### src/rtl/counter_bank.sv
// Bank of independent up/down counters sharing one programmable prescaler.
// Each channel supports clear/load/step pulses, wrap or saturate limits,
// a sticky overflow flag and edge-type zero/compare hit pulses.

module counter_bank_ch #(
  parameter int WIDTH = 16
) (
  input  logic             clk,
  input  logic             reset,
  input  logic             tick,
  input  logic             autocount,
  input  logic             saturate,
  input  logic             clear,
  input  logic             load,
  input  logic             up,
  input  logic             down,
  input  logic             ovf_clr,
  input  logic [WIDTH-1:0] load_value,
  input  logic [WIDTH-1:0] cmp_value,
  output logic [WIDTH-1:0] count,
  output logic             zero_hit,
  output logic             cmp_hit,
  output logic             ovf
);

  logic             inc, dec;
  logic             at_max, at_min, ovf_evt;
  logic             m_z, m_c, m_z_d, m_c_d;
  logic [WIDTH-1:0] nxt;

  assign at_max  = &count;
  assign at_min  = (count == '0);
  assign ovf_evt = (inc && at_max) || (dec && at_min);
  assign m_z     = at_min;
  assign m_c     = (count == cmp_value);

  // Resolve the single step direction; clear/load suppress all stepping.
  always_comb begin
    inc = 1'b0;
    dec = 1'b0;
    if (!clear && !load) begin
      if (up)                     inc = 1'b1;
      else if (down)              dec = 1'b1;
      else if (autocount && tick) inc = 1'b1;
    end
  end

  // Next count: fixed priority clear > load > inc > dec; limits wrap or hold.
  always_comb begin
    nxt = count;
    if (clear)     nxt = '0;
    else if (load) nxt = load_value;
    else if (inc)  nxt = (at_max && saturate) ? count : count + WIDTH'(1);
    else if (dec)  nxt = (at_min && saturate) ? count : count - WIDTH'(1);
  end

  // Count, sticky overflow and hit-edge registers. History regs reset to 1
  // so a freshly reset (zero) count does not fire a hit pulse.
  always_ff @(posedge clk) begin
    if (reset) begin
      count    <= '0;
      ovf      <= 1'b0;
      m_z_d    <= 1'b1;
      m_c_d    <= 1'b1;
      zero_hit <= 1'b0;
      cmp_hit  <= 1'b0;
    end else begin
      count    <= nxt;
      if (ovf_evt)      ovf <= 1'b1;
      else if (ovf_clr) ovf <= 1'b0;
      m_z_d    <= m_z;
      m_c_d    <= m_c;
      zero_hit <= m_z & ~m_z_d;
      cmp_hit  <= m_c & ~m_c_d;
    end
  end

endmodule

module counter_bank #(
  parameter int N_CH  = 4,
  parameter int WIDTH = 16,
  parameter int DIV_W = 24
) (
  input  logic                  ti_clk,
  input  logic                  reset,
  input  logic [DIV_W-1:0]      div_value,
  input  logic [N_CH-1:0]       autocount,
  input  logic [N_CH-1:0]       saturate,
  input  logic [N_CH-1:0]       clear,
  input  logic [N_CH-1:0]       load,
  input  logic [N_CH-1:0]       up,
  input  logic [N_CH-1:0]       down,
  input  logic [N_CH-1:0]       ovf_clr,
  input  logic [N_CH*WIDTH-1:0] load_value,
  input  logic [N_CH*WIDTH-1:0] cmp_value,
  output logic [N_CH*WIDTH-1:0] count,
  output logic                  tick,
  output logic [N_CH-1:0]       zero_hit,
  output logic [N_CH-1:0]       cmp_hit,
  output logic [N_CH-1:0]       ovf
);

  logic [DIV_W-1:0] presc;

  // Prescaler: count down, reload at zero and raise tick for one cycle.
  // A new divisor is only picked up on reload.
  always_ff @(posedge ti_clk) begin
    if (reset) begin
      presc <= div_value;
      tick  <= 1'b0;
    end else if (presc == '0) begin
      presc <= div_value;
      tick  <= 1'b1;
    end else begin
      presc <= presc - DIV_W'(1);
      tick  <= 1'b0;
    end
  end

  for (genvar i = 0; i < N_CH; i++) begin : g_ch
    counter_bank_ch #(.WIDTH(WIDTH)) u_ch (
      .clk        (ti_clk),
      .reset      (reset),
      .tick       (tick),
      .autocount  (autocount[i]),
      .saturate   (saturate[i]),
      .clear      (clear[i]),
      .load       (load[i]),
      .up         (up[i]),
      .down       (down[i]),
      .ovf_clr    (ovf_clr[i]),
      .load_value (load_value[i*WIDTH +: WIDTH]),
      .cmp_value  (cmp_value[i*WIDTH +: WIDTH]),
      .count      (count[i*WIDTH +: WIDTH]),
      .zero_hit   (zero_hit[i]),
      .cmp_hit    (cmp_hit[i]),
      .ovf        (ovf[i])
    );
  end

endmodule
### config.mk
export PLATFORM = sky130hd
export DESIGN_NAME = counter_bank
export DESIGN_NICKNAME = d
export VERILOG_FILES = /design/src/rtl/counter_bank.sv
export SDC_FILE = /design/constraint.sdc
export NUM_CORES = 1
export LEC_CHECK = 0
export ABC_AREA = 1
export CAP_MARGIN = 20
export CELL_PAD_IN_SITES_DETAIL_PLACEMENT = 0
export CELL_PAD_IN_SITES_GLOBAL_PLACEMENT = 1
export CORE_ASPECT_RATIO = 0.5
export CORE_MARGIN = 3
export CORE_UTILIZATION = 31
export CTS_CLUSTER_SIZE = 25
export DETAILED_ROUTE_END_ITERATION = 8
export PLACE_DENSITY_LB_ADDON = 0.1
export SETUP_SLACK_MARGIN = 0.15
export SKIP_CTS_REPAIR_TIMING = 1
export SLEW_MARGIN = 20
export SYNTH_ARGS = -nofsm -noshare
export SYNTH_HDL_FRONTEND = slang
export SYNTH_SLANG_ARGS = --single-unit
### constraint.sdc
create_clock -name ti_clk -period 2.4 [get_ports ti_clk]
set_clock_uncertainty 0.1 [all_clocks]
set_input_delay 0.48 -clock ti_clk [delete_from_list [all_inputs] [get_ports ti_clk]]
set_output_delay 0.48 -clock ti_clk [all_outputs]
set_load 0.05 [all_outputs]
# [Word-level counts from Yosys, hierarchy flattened]
# Index checks and enable logic that the tools add are counted.
[classes] add_sub_neg=9 n_eq_ne=12 n_mux=59 bitwise_logic=16 n_reduce_logical=61
[op_table] operator="$mux W16" n=20
[op_table] operator="$add A16 B1 Y16 const B" n=4
[op_table] operator="$eq A16 B16 Y1" n=4
[op_table] operator="$logic_not A16 Y1" n=4
[op_table] operator="$reduce_and A16 Y1" n=4
[op_table] operator="$sub A16 B1 Y16 const B" n=4
[op_table] operator="$mux W24" n=2
[op_table] operator="$mux W1" n=37
[op_table] operator="$logic_and A1 B1 Y1" n=24
[op_table] operator="$logic_not A24 Y1" n=1
[op_table] operator="$sub A24 B1 Y24 const B" n=1
[op_table] operator="$ne A3 B2 Y1 const B" n=4
[op_table] operator="$ne A3 B3 Y1 const B" n=4
[op_table] operator="$reduce_and A3 Y1" n=4
[op_table] operator="$reduce_bool A3 Y1" n=4
[op_table] operator="$and A1 B1 Y1" n=8
[op_table] operator="$logic_not A1 Y1" n=8
[op_table] operator="$not A1 Y1" n=8
[op_table] operator="$reduce_bool A2 Y1" n=4
[op_table] operator="$reduce_or A2 Y1" n=4
[op_table] operator="$logic_or A1 B1 Y1" n=4
[word_totals] register_bits=109 output_inout_bits=77

# [Depth between registers and ports, before layout]
# Gate-level depths: netlist of the first run.
[depth] depth_word=8 depth_mapped=14

# [By module]
# Synthesis of the first run repeated with hierarchy kept, for this count alone.
[unflattened] hier_cells=1798 area_unflattened_um2=10913.0
[by_module_without_submodules] module="counter_bank_ch at g_ch[2].u_ch ..." n_inst=2 cells_per_inst=389 area_per_inst_um2=2349.8 seq_area_each_um2=420.4
[by_module_without_submodules] module="counter_bank_ch at g_ch[1].u_ch" n_inst=1 cells_per_inst=394 area_per_inst_um2=2382.3 seq_area_each_um2=420.4
[by_module_without_submodules] module="counter_bank_ch at g_ch[0].u_ch" n_inst=1 cells_per_inst=394 area_per_inst_um2=2302.2 seq_area_each_um2=420.4
[by_module_without_submodules] module="counter_bank" n_inst=1 cells_per_inst=232 area_per_inst_um2=1529.0 seq_area_each_um2=500.5

# [Worst setup path after synthesis of the first run]
# OpenSTA, ideal clock, no wires.
[synth_path] kind="reg-to-reg" from="register tick" to="register g_ch[2].u_ch.count[13]" setup_time_ps=120 t_arrival_ps=2346 required_time_ps=2180 slack_ps=-166 stages_incl_launch_ff=14 synth_period_minus_slack_ps=2566 path_cell_list="dfxtp_1 nand2_1 nand2_1 nand3_2 ha_1 or2_2 nand3_1 nand2_1 nand2_1 nand2_1 nand2_1 nand3_1 nand2_1 a21oi_1"
[synth_between] elab_chain_len=7 word_cells_on_any_way=11
[synth_lines] item="start, declared" line_no="98" source="output logic tick,"
[synth_lines] item="start signal, assigned" line_no="111" source="tick <= 1'b0;"
[synth_lines] item="start signal, assigned" line_no="114" source="tick <= 1'b1;"
[synth_lines] item="start signal, assigned" line_no="117" source="tick <= 1'b0;"
[synth_lines] item="$logic_and A1 B1 Y1 (*)" line_no="44" source="else if (autocount && tick) inc = 1'b1;"
[synth_lines] item="$mux W1 (*)" line_no="44"
[synth_lines] item="$mux W1 (*)" line_no="43" source="else if (down) dec = 1'b1;"
[synth_lines] item="$mux W1 (*)" line_no="42" source="if (up) inc = 1'b1;"
[synth_lines] item="$mux W1 (*)" line_no="41" source="if (!clear && !load) begin"
[synth_lines] item="$ne A3 B3 Y1 (no line), or another cell as far along"
[synth_lines] item="$reduce_and A3 Y1 (no line) / $mux W16 (equally long branches)"
[synth_lines] item="end signal, assigned" line_no="68" source="count <= nxt;"
[synth_lines] item="end, declared" line_no="20" source="output logic [WIDTH-1:0] count,"
# Mark *: on every way between the ends. The rest lies on a longest branch, timed or not.
# A chain may end at the register's enable or synchronous reset.

# [Final worst setup path of the first run]
[layout_path] from="input down[1]" to="register g_ch[1].u_ch.count[12]"
[layout_between] elab_chain_len=5 word_cells_on_any_way=12
[layout_lines] item="start, declared" line_no="93" source="input logic [N_CH-1:0] down,"
[layout_lines] item="$mux W1" line_no="43"
[layout_lines] item="$mux W1" line_no="42"
[layout_lines] item="$mux W1" line_no="41"
[layout_lines] item="$ne A3 B3 Y1 (no line), or another cell as far along"
[layout_lines] item="$reduce_and A3 Y1 (no line) / $mux W16 (equally long branches)"
[layout_lines] item="end signal, assigned" line_no="68"
[layout_lines] item="end, declared" line_no="20"
# Parallel ways exist; a longest one is shown, timed or not.

==> results.json, run 1 <==
{
  "crit_fanout": 5,
  "critPathRequiredTime_ps": 2620,
  "drc": 0,
  "grt_pass1_vias": 10931,
  "worst_pin_slew_ps": 622,
  "reg2reg_to": "g_ch[2].u_ch.count[14]",
  "root_buffer": "clkbuf_16",
  "grt_max_degree": 31,
  "syn_area_per_cell_sq_um": 5.73,
  "period_minus_slack_ps": 2350,
  "cts_tree": "done",
  "pwr-share-clk": 0.216,
  "layout.nets": 2457,
  "synthDistinctLibCells": 39,
  "place_ws_ps": -609,
  "fillers": 3294,
  "slew_headroom": 0.584,
  "initial_core_util": 0.320,
  "status": "finished clean",
  "finalSetupViolations": 0,
  "drt_iter0_drc": 670,
  "r2r-start": "tick",
  "routabilityCongestion": 0.819,
  "hold_ws_ps": 290,
  "rows": 46,
  "r2r_setup_slack_ps": 50,
  "combPwrFrac": 0.503,
  "h-tree-depth": 3,
  "multiInputGateArea_sq_um": 8720,
  "p_seq_frac": 0.280,
  "num_vias": 12133,
  "via_per_inst": 4.59,
  "io_buffer_count": 258,
  "path_cells": "clkdlybuf4s50_1, nand2_4, nand3_4, clkbuf_16, inv_6, fa_2, o21bai_1, buf_4, buf_6, nand2_4, nand3_2, nand2_1, nand3_1, nand2_1, a21oi_1",
  "worstHoldStart": "g_ch[3].u_ch.m_c_d",
  "power.density_nw_per_um2": 445,
  "die_width_um": 264,
  "final_layout_size_suffix_gt1_frac": 0.255,
  "use_met2": 0.349,
  "finalMaxSlewViolations": 0,
  "syn_nets": 2055,
  "dp_hpwl_mm": 30.8,
  "endpoint_kind": "flop",
  "critical-path-slowest-cell": "clkdlybuf4s50_1",
  "hold_path_depth": 1,
  "power.switching_mw": 3.14,
  "dieArea_sq_um": 35700,
  "hp-class": "flop to flop",
  "top_usage_layer": "met2",
  "io_pins": 259,
  "fmax_ghz": 0.425,
  "antenna_found_initial": 1,
  "clock-sinks": 109,
  "coreArea_sq_um": 32300,
  "clock_latency_ps": 380,
  "r2r_cells": 16,
  "clk_path_buf_depth": 2,
  "crit_type": "primary input to flop",
  "syn-cell-area_sq_um": 10300,
  "grt.overflow.total": 0,
  "use_met1": 0.289,
  "area_delta_synth_final_pct": 66.0,
  "met3_usage": 0.0298,
  "rsz0062_at_grt": "true",
  "peakVddDrop_v": 0.000280,
  "startpoint_type": "primary input",
  "grt_pass1_wl_mm": 58.9,
  "switching_share": 0.411,
  "die_h_um": 135,
  "final_cell_count_no_fill": 2643,
  "final.setup.tns_ps": 0,
  "syn-instance-count": 1803,
  "grtUsageTotal": 0.208,
  "hold_end": "g_ch[3].u_ch.cmp_hit",
  "yosysWarnings": 0,
  "leakagePower_nw": 9.06,
  "cts_buffers": 9,
  "regArea_sq_um": 2190,
  "timing.final.crit_share": 0.981,
  "crit_arrival_ps": 2570,
  "detail-route-antenna-nets": 0,
  "p_int_mw": 4.50,
  "synth_seq_cells": 109,
  "clk_pin_slew_worst_paths_ps": 90,
  "maxCapViolCount": 0,
  "max_stage_delay_ps": 510,
  "routedWlPerCell_um": 15.2,
  "dp.cells": 2600,
  "ys_seq_area_frac": 0.211,
  "hold_violations": 0,
  "totalWireLength_mm": 40.0,
  "worst_slack_ps": 45.9,
  "first_pass_iters": 7
}
[final cells by class]
class	count	area share
Antenna cell	1	0.000146
Clock buffer	9	0.0131
Clock inverter	7	0.00459
Inverter	277	0.0621
Multi-Input combinational cell	1379	0.508
Sequential cell	109	0.127
Tap cell	432	0.0315
Timing Repair Buffer	429	0.254
[routing by layer]
metal	wire (um)	part of all wire	vias to the layer above
met5	0	0	-
met3	1310	0.033	33
met4	522	0.013	0
met2	18800	0.47	191
met1	19400	0.48	5512
li1	-	-	6397
[worst max path at each step]
stage,start,end,slack (ps)
2_1_floorplan,load[0],g_ch[0].u_ch.count[13],120
3_3_place_gp,load[3],g_ch[3].u_ch.count[8],-580
6_report,down[1],g_ch[1].u_ch.count[12],50
5_1_grt,tick,g_ch[3].u_ch.count[14],-110
4_1_cts,load[3],g_ch[3].u_ch.count[8],-210
3_5_place_dp,load[3],g_ch[3].u_ch.count[8],-610
[state kept, by name, indices dropped and copies added (netlist names)]
name                flops
g_ch.u_ch.cmp_hit       4
g_ch.u_ch.count        64
g_ch.u_ch.m_c_d         4
g_ch.u_ch.m_z_d         4
g_ch.u_ch.ovf           4
g_ch.u_ch.zero_hit      4
presc                  24
tick                    1
[metrics by stage]
step	cell area (sq um)	utilization	power [mW]
3_3_place_gp	14600	0.452	5.26
3_5_place_dp	14600	0.452	5.26
4_1_cts	14900	0.461	6.95
5_1_grt	17200	0.532	8.19
2_1_floorplan	10500	-	4.04
6_report	17200	0.532	7.64
[power by group through the flow]
| stage | combinational [mW] | clock [mW] | sequential (mW) |
|---|---|---|---|
| 2_1_floorplan | 1.72 | 0 | 2.32 |
| 3_3_place_gp | 3.09 | 0 | 2.17 |
| 3_5_place_dp | 3.09 | 0 | 2.17 |
| 4_1_cts | 3.11 | 1.72 | 2.13 |
| 5_1_grt | 4.25 | 1.77 | 2.17 |
| 6_report | 3.85 | 1.65 | 2.14 |
[cells in the final DEF, fill, tap and decap left out, types with 21 or more instances in the layout]
cell,synthesis,final
nand2_4,2,56
nand2_2,3,92
nor2_1,298,264
nand3_2,5,25
ha_4,0,53
xor2_1,50,45
inv_2,2,26
nand3_1,107,82
nand4_1,21,21
xnor2_1,27,25
buf_4,13,139
inv_1,270,239
a21oi_1,88,60
nand2_1,570,426
dlymetal6s2s_1,0,77
a21oi_2,0,25
o21ai_0,49,36
dfxtp_1,109,108
clkdlybuf4s50_1,0,177
o21ai_1,15,28
nor2_2,4,22
[cells by family after synthesis]
| kind of cell | count (synthesis) | synth area share |
|---|---|---|
| AND/OR/NAND/NOR | 1068 | 0.427 |
| buffers and inverters | 316 | 0.128 |
| AO/OA/AOI/OAI | 163 | 0.0811 |
| flip-flops | 109 | 0.211 |
| XOR/XNOR | 77 | 0.0652 |
| adder cells (fa/ha/maj) | 70 | 0.0876 |
[worst max-delay path, delay by kind of cell]
| kind | cells | cell delay [ps] |
|---|---|---|
| AO/OA/AOI/OAI | 2 | 270 |
| adder cells (fa/ha/maj) | 1 | 360 |
| buffers and inverters | 5 | 1000 |
| AND/OR/NAND/NOR | 7 | 440 |
[Yosys cell counts]
library cell / instances / area share
nand2_1: 570 / 0.21
buf_6: 11 / 0.012
a21oi_1: 88 / 0.043
nor2_4: 4 / 0.0044
fa_1: 4 / 0.0077
o21ai_1: 15 / 0.0073
nor4_1: 8 / 0.0048
nor3b_2: 1 / 0.0012
xnor2_1: 27 / 0.023
nand4_1: 21 / 0.013
clkinv_1: 4 / 0.0015
buf_2: 3 / 0.0015
a31oi_1: 2 / 0.0012
o211ai_1: 4 / 0.0029
nand3_4: 1 / 0.0017
or2_1: 1 / 0.00061
o2111ai_1: 1 / 0.00085
nor3b_1: 2 / 0.0015
o21ai_0: 49 / 0.024
or2_2: 17 / 0.010
inv_4: 1 / 0.00061
o21bai_1: 1 / 0.00073
buf_4: 13 / 0.0094
nor3_1: 23 / 0.011
nand2_2: 3 / 0.0018
clkbuf_1: 11 / 0.0040
nand3_1: 107 / 0.052
ha_1: 66 / 0.080
nand2_4: 2 / 0.0022
buf_1: 1 / 0.00036
and2_1: 1 / 0.00061
inv_2: 2 / 0.00073
nand3_2: 5 / 0.0048
o22ai_1: 3 / 0.0018
inv_1: 270 / 0.098
nor2_2: 4 / 0.0024
nor2_1: 298 / 0.11
xor2_1: 50 / 0.042
dfxtp_1: 109 / 0.21
No activity file was read; power rests on OpenSTA's default activity.
==> run 2: changes to the inputs <==
--- a/config.mk
+++ b/config.mk
@@ -14,6 +14,7 @@
 export CORE_UTILIZATION = 31
 export CTS_CLUSTER_SIZE = 25
 export DETAILED_ROUTE_END_ITERATION = 8
+export GPL_ROUTABILITY_DRIVEN = 0
 export PLACE_DENSITY_LB_ADDON = 0.1
 export SETUP_SLACK_MARGIN = 0.15
 export SKIP_CTS_REPAIR_TIMING = 1
==> results of run 2 <==
No change in the layout: final DEF, timing and power equal those of run 1.
==> run 3: changes to the inputs <==
--- a/config.mk
+++ b/config.mk
@@ -10,7 +10,6 @@
 export CELL_PAD_IN_SITES_DETAIL_PLACEMENT = 0
 export CELL_PAD_IN_SITES_GLOBAL_PLACEMENT = 1
 export CORE_ASPECT_RATIO = 0.5
-export CORE_MARGIN = 3
 export CORE_UTILIZATION = 31
 export CTS_CLUSTER_SIZE = 25
 export DETAILED_ROUTE_END_ITERATION = 8
==> results.json, run 3 (synthesis results as in run 1) <==
{
  "finalMaxSlewViolations": 0,
  "clock_latency_ps": 390,
  "clock-sinks": 109,
  "max_flop_register": "g_ch.u_ch.count",
  "path_cells": "buf_6, nand2_4, nand2_4, nand3_4, buf_6, ha_4, nand2_4, nor2_4, nor2_4, buf_6, buf_6, nand2_2, nand2_1, o22ai_1, nand2_1, nand2_1, nor2_1",
  "power.switching_mw": 3.12,
  "totalWireLength_mm": 38.6,
  "cts_buffers": 9,
  "max_stage_delay_ps": 370,
  "fillers": 3284,
  "place_ws_ps": -652,
  "rsz0062_at_grt": "true",
  "switching_share": 0.419,
  "antenna_found_initial": 2,
  "crit_fanout": 7,
  "fmax_ghz": 0.422,
  "crit_family": "simple AND/OR/NAND/NOR gates",
  "cp_common_cell": "buf_6",
  "largest_reg_flops": 64,
  "pwr-share-clk": 0.215,
  "layout.cells.most_common": "nand2_1",
  "clk_pin_slew_worst_paths_ps": 90,
  "final_cell_count_no_fill": 2624,
  "crit_type": "flop to flop",
  "grtUsageTotal": 0.217,
  "timing.final.crit_share": 0.987,
  "crit_arrival_ps": 2550,
  "grt_pass1_wl_mm": 58.5,
  "drc": 0,
  "hp-class": "flop to flop",
  "die_width_um": 260,
  "dp.cells": 2586,
  "period_minus_slack_ps": 2370,
  "die_h_um": 131,
  "io_pins": 259,
  "routedWlPerCell_um": 14.7,
  "critPathRequiredTime_ps": 2580,
  "p_int_mw": 4.33,
  "area_delta_synth_final_pct": 63.0,
  "io_buffer_count": 258,
  "power.density_nw_per_um2": 442,
  "combPwrFrac": 0.498,
  "initial_core_util": 0.321,
  "place_area_sq_um": 14500,
  "drt_iter0_drc": 457,
  "final_layout_size_suffix_gt1_frac": 0.244,
  "p_seq_frac": 0.287,
  "grt_pass1_vias": 11037,
  "detail-route-antenna-nets": 0,
  "slew_headroom": 0.558,
  "largestRegisters": "g_ch.u_ch.count: 64 flops, presc: 24 flops",
  "worst_pin_slew_ps": 657,
  "startpoint_type": "flop",
  "final_area_sq_um": 16900,
  "peakVddDrop_v": 0.000329,
  "critical-path-slowest-cell": "dfxtp_4",
  "coreArea_sq_um": 32200,
  "grt_max_degree": 31,
  "clk_path_buf_depth": 2,
  "dp_hpwl_mm": 30.1,
  "rows": 46,
  "final_cell_mix": "nand2_1, nor2_1, inv_1",
  "hold_ws_ps": 284,
  "dieArea_sq_um": 34100,
  "regArea_sq_um": 2190,
  "finalSetupViolations": 0,
  "multiInputGateArea_sq_um": 8580,
  "status": "finished clean",
  "grt.overflow.total": 0,
  "utilization": 0.523,
  "critPathBufInv": 4,
  "worst_slack_ps": 31.7,
  "endpoint_kind": "flop",
  "root_buffer": "clkbuf_16",
  "num_vias": 11908,
  "via_per_inst": 4.54,
  "totalPowerFinal_mw": 7.45,
  "layout.nets": 2437,
  "cts_tree": "done",
  "maxCapViolCount": 0,
  "first_pass_iters": 5,
  "leakagePower_nw": 8.95,
  "hold_violations": 0,
  "final.setup.tns_ps": 0,
  "h-tree-depth": 3
}
==> run 3: path summary, 6_finish.rpt <==
| check | from | end | slack [ps] | depth (start not counted) |
|---|---|---|---|---|
| worst max register to register | tick | g_ch[3].u_ch.count[4] | 30 | 17 |
| worst max-delay path | tick | g_ch[3].u_ch.count[4] | 30 | 17 |
| worst min-delay path | g_ch[0].u_ch.m_c_d | g_ch[0].u_ch.cmp_hit | 280 | 1 |
| worst min register to register | g_ch[0].u_ch.m_c_d | g_ch[0].u_ch.cmp_hit | 280 | 1 |
==> run 3: worst reg2reg max path, cell delays in order, from the launching register on <==
cell and delay [ps]:
dfxtp_4 370, buf_6 110, nand2_4 50, nand2_4 100
nand3_4 200, buf_6 200, ha_4 300, nand2_4 70
nor2_4 120, nor2_4 60, buf_6 110, buf_6 100
nand2_2 40, nand2_1 40, o22ai_1 110, nand2_1 60
nand2_1 50, nor2_1 40
==> run 3: layout make-up <==
class,instances,share of cell area
inverters,277,0.0630
diodes,2,0.000297
well taps,432,0.0321
clock inverters,7,0.00379
clock buffers,9,0.0134
flip-flops and latches,109,0.130
multi-input cells,1379,0.509
repair buffers,409,0.249
==> run 3: layer usage <==
| metal | vias to the layer above | share of wire | GRT usage |
|---|---|---|---|
| met5 | - | 0 | 0 |
| met4 | 0 | 0.012 | 0.0432 |
| met3 | 28 | 0.029 | 0.0328 |
| met2 | 161 | 0.48 | 0.368 |
| met1 | 5358 | 0.48 | 0.290 |
| li1 | 6361 | - | - |
==> run 3: power by group through the flow <==
stage / clock [mW] / combinational [mW] / sequential, mW
after floorplan: 0 / 1.72 / 2.32
after global placement: 0 / 3.05 / 2.16
after detailed placement: 0 / 3.05 / 2.17
after CTS: 1.66 / 3.07 / 2.12
after global routing: 1.70 / 4.12 / 2.16
final: 1.60 / 3.71 / 2.14
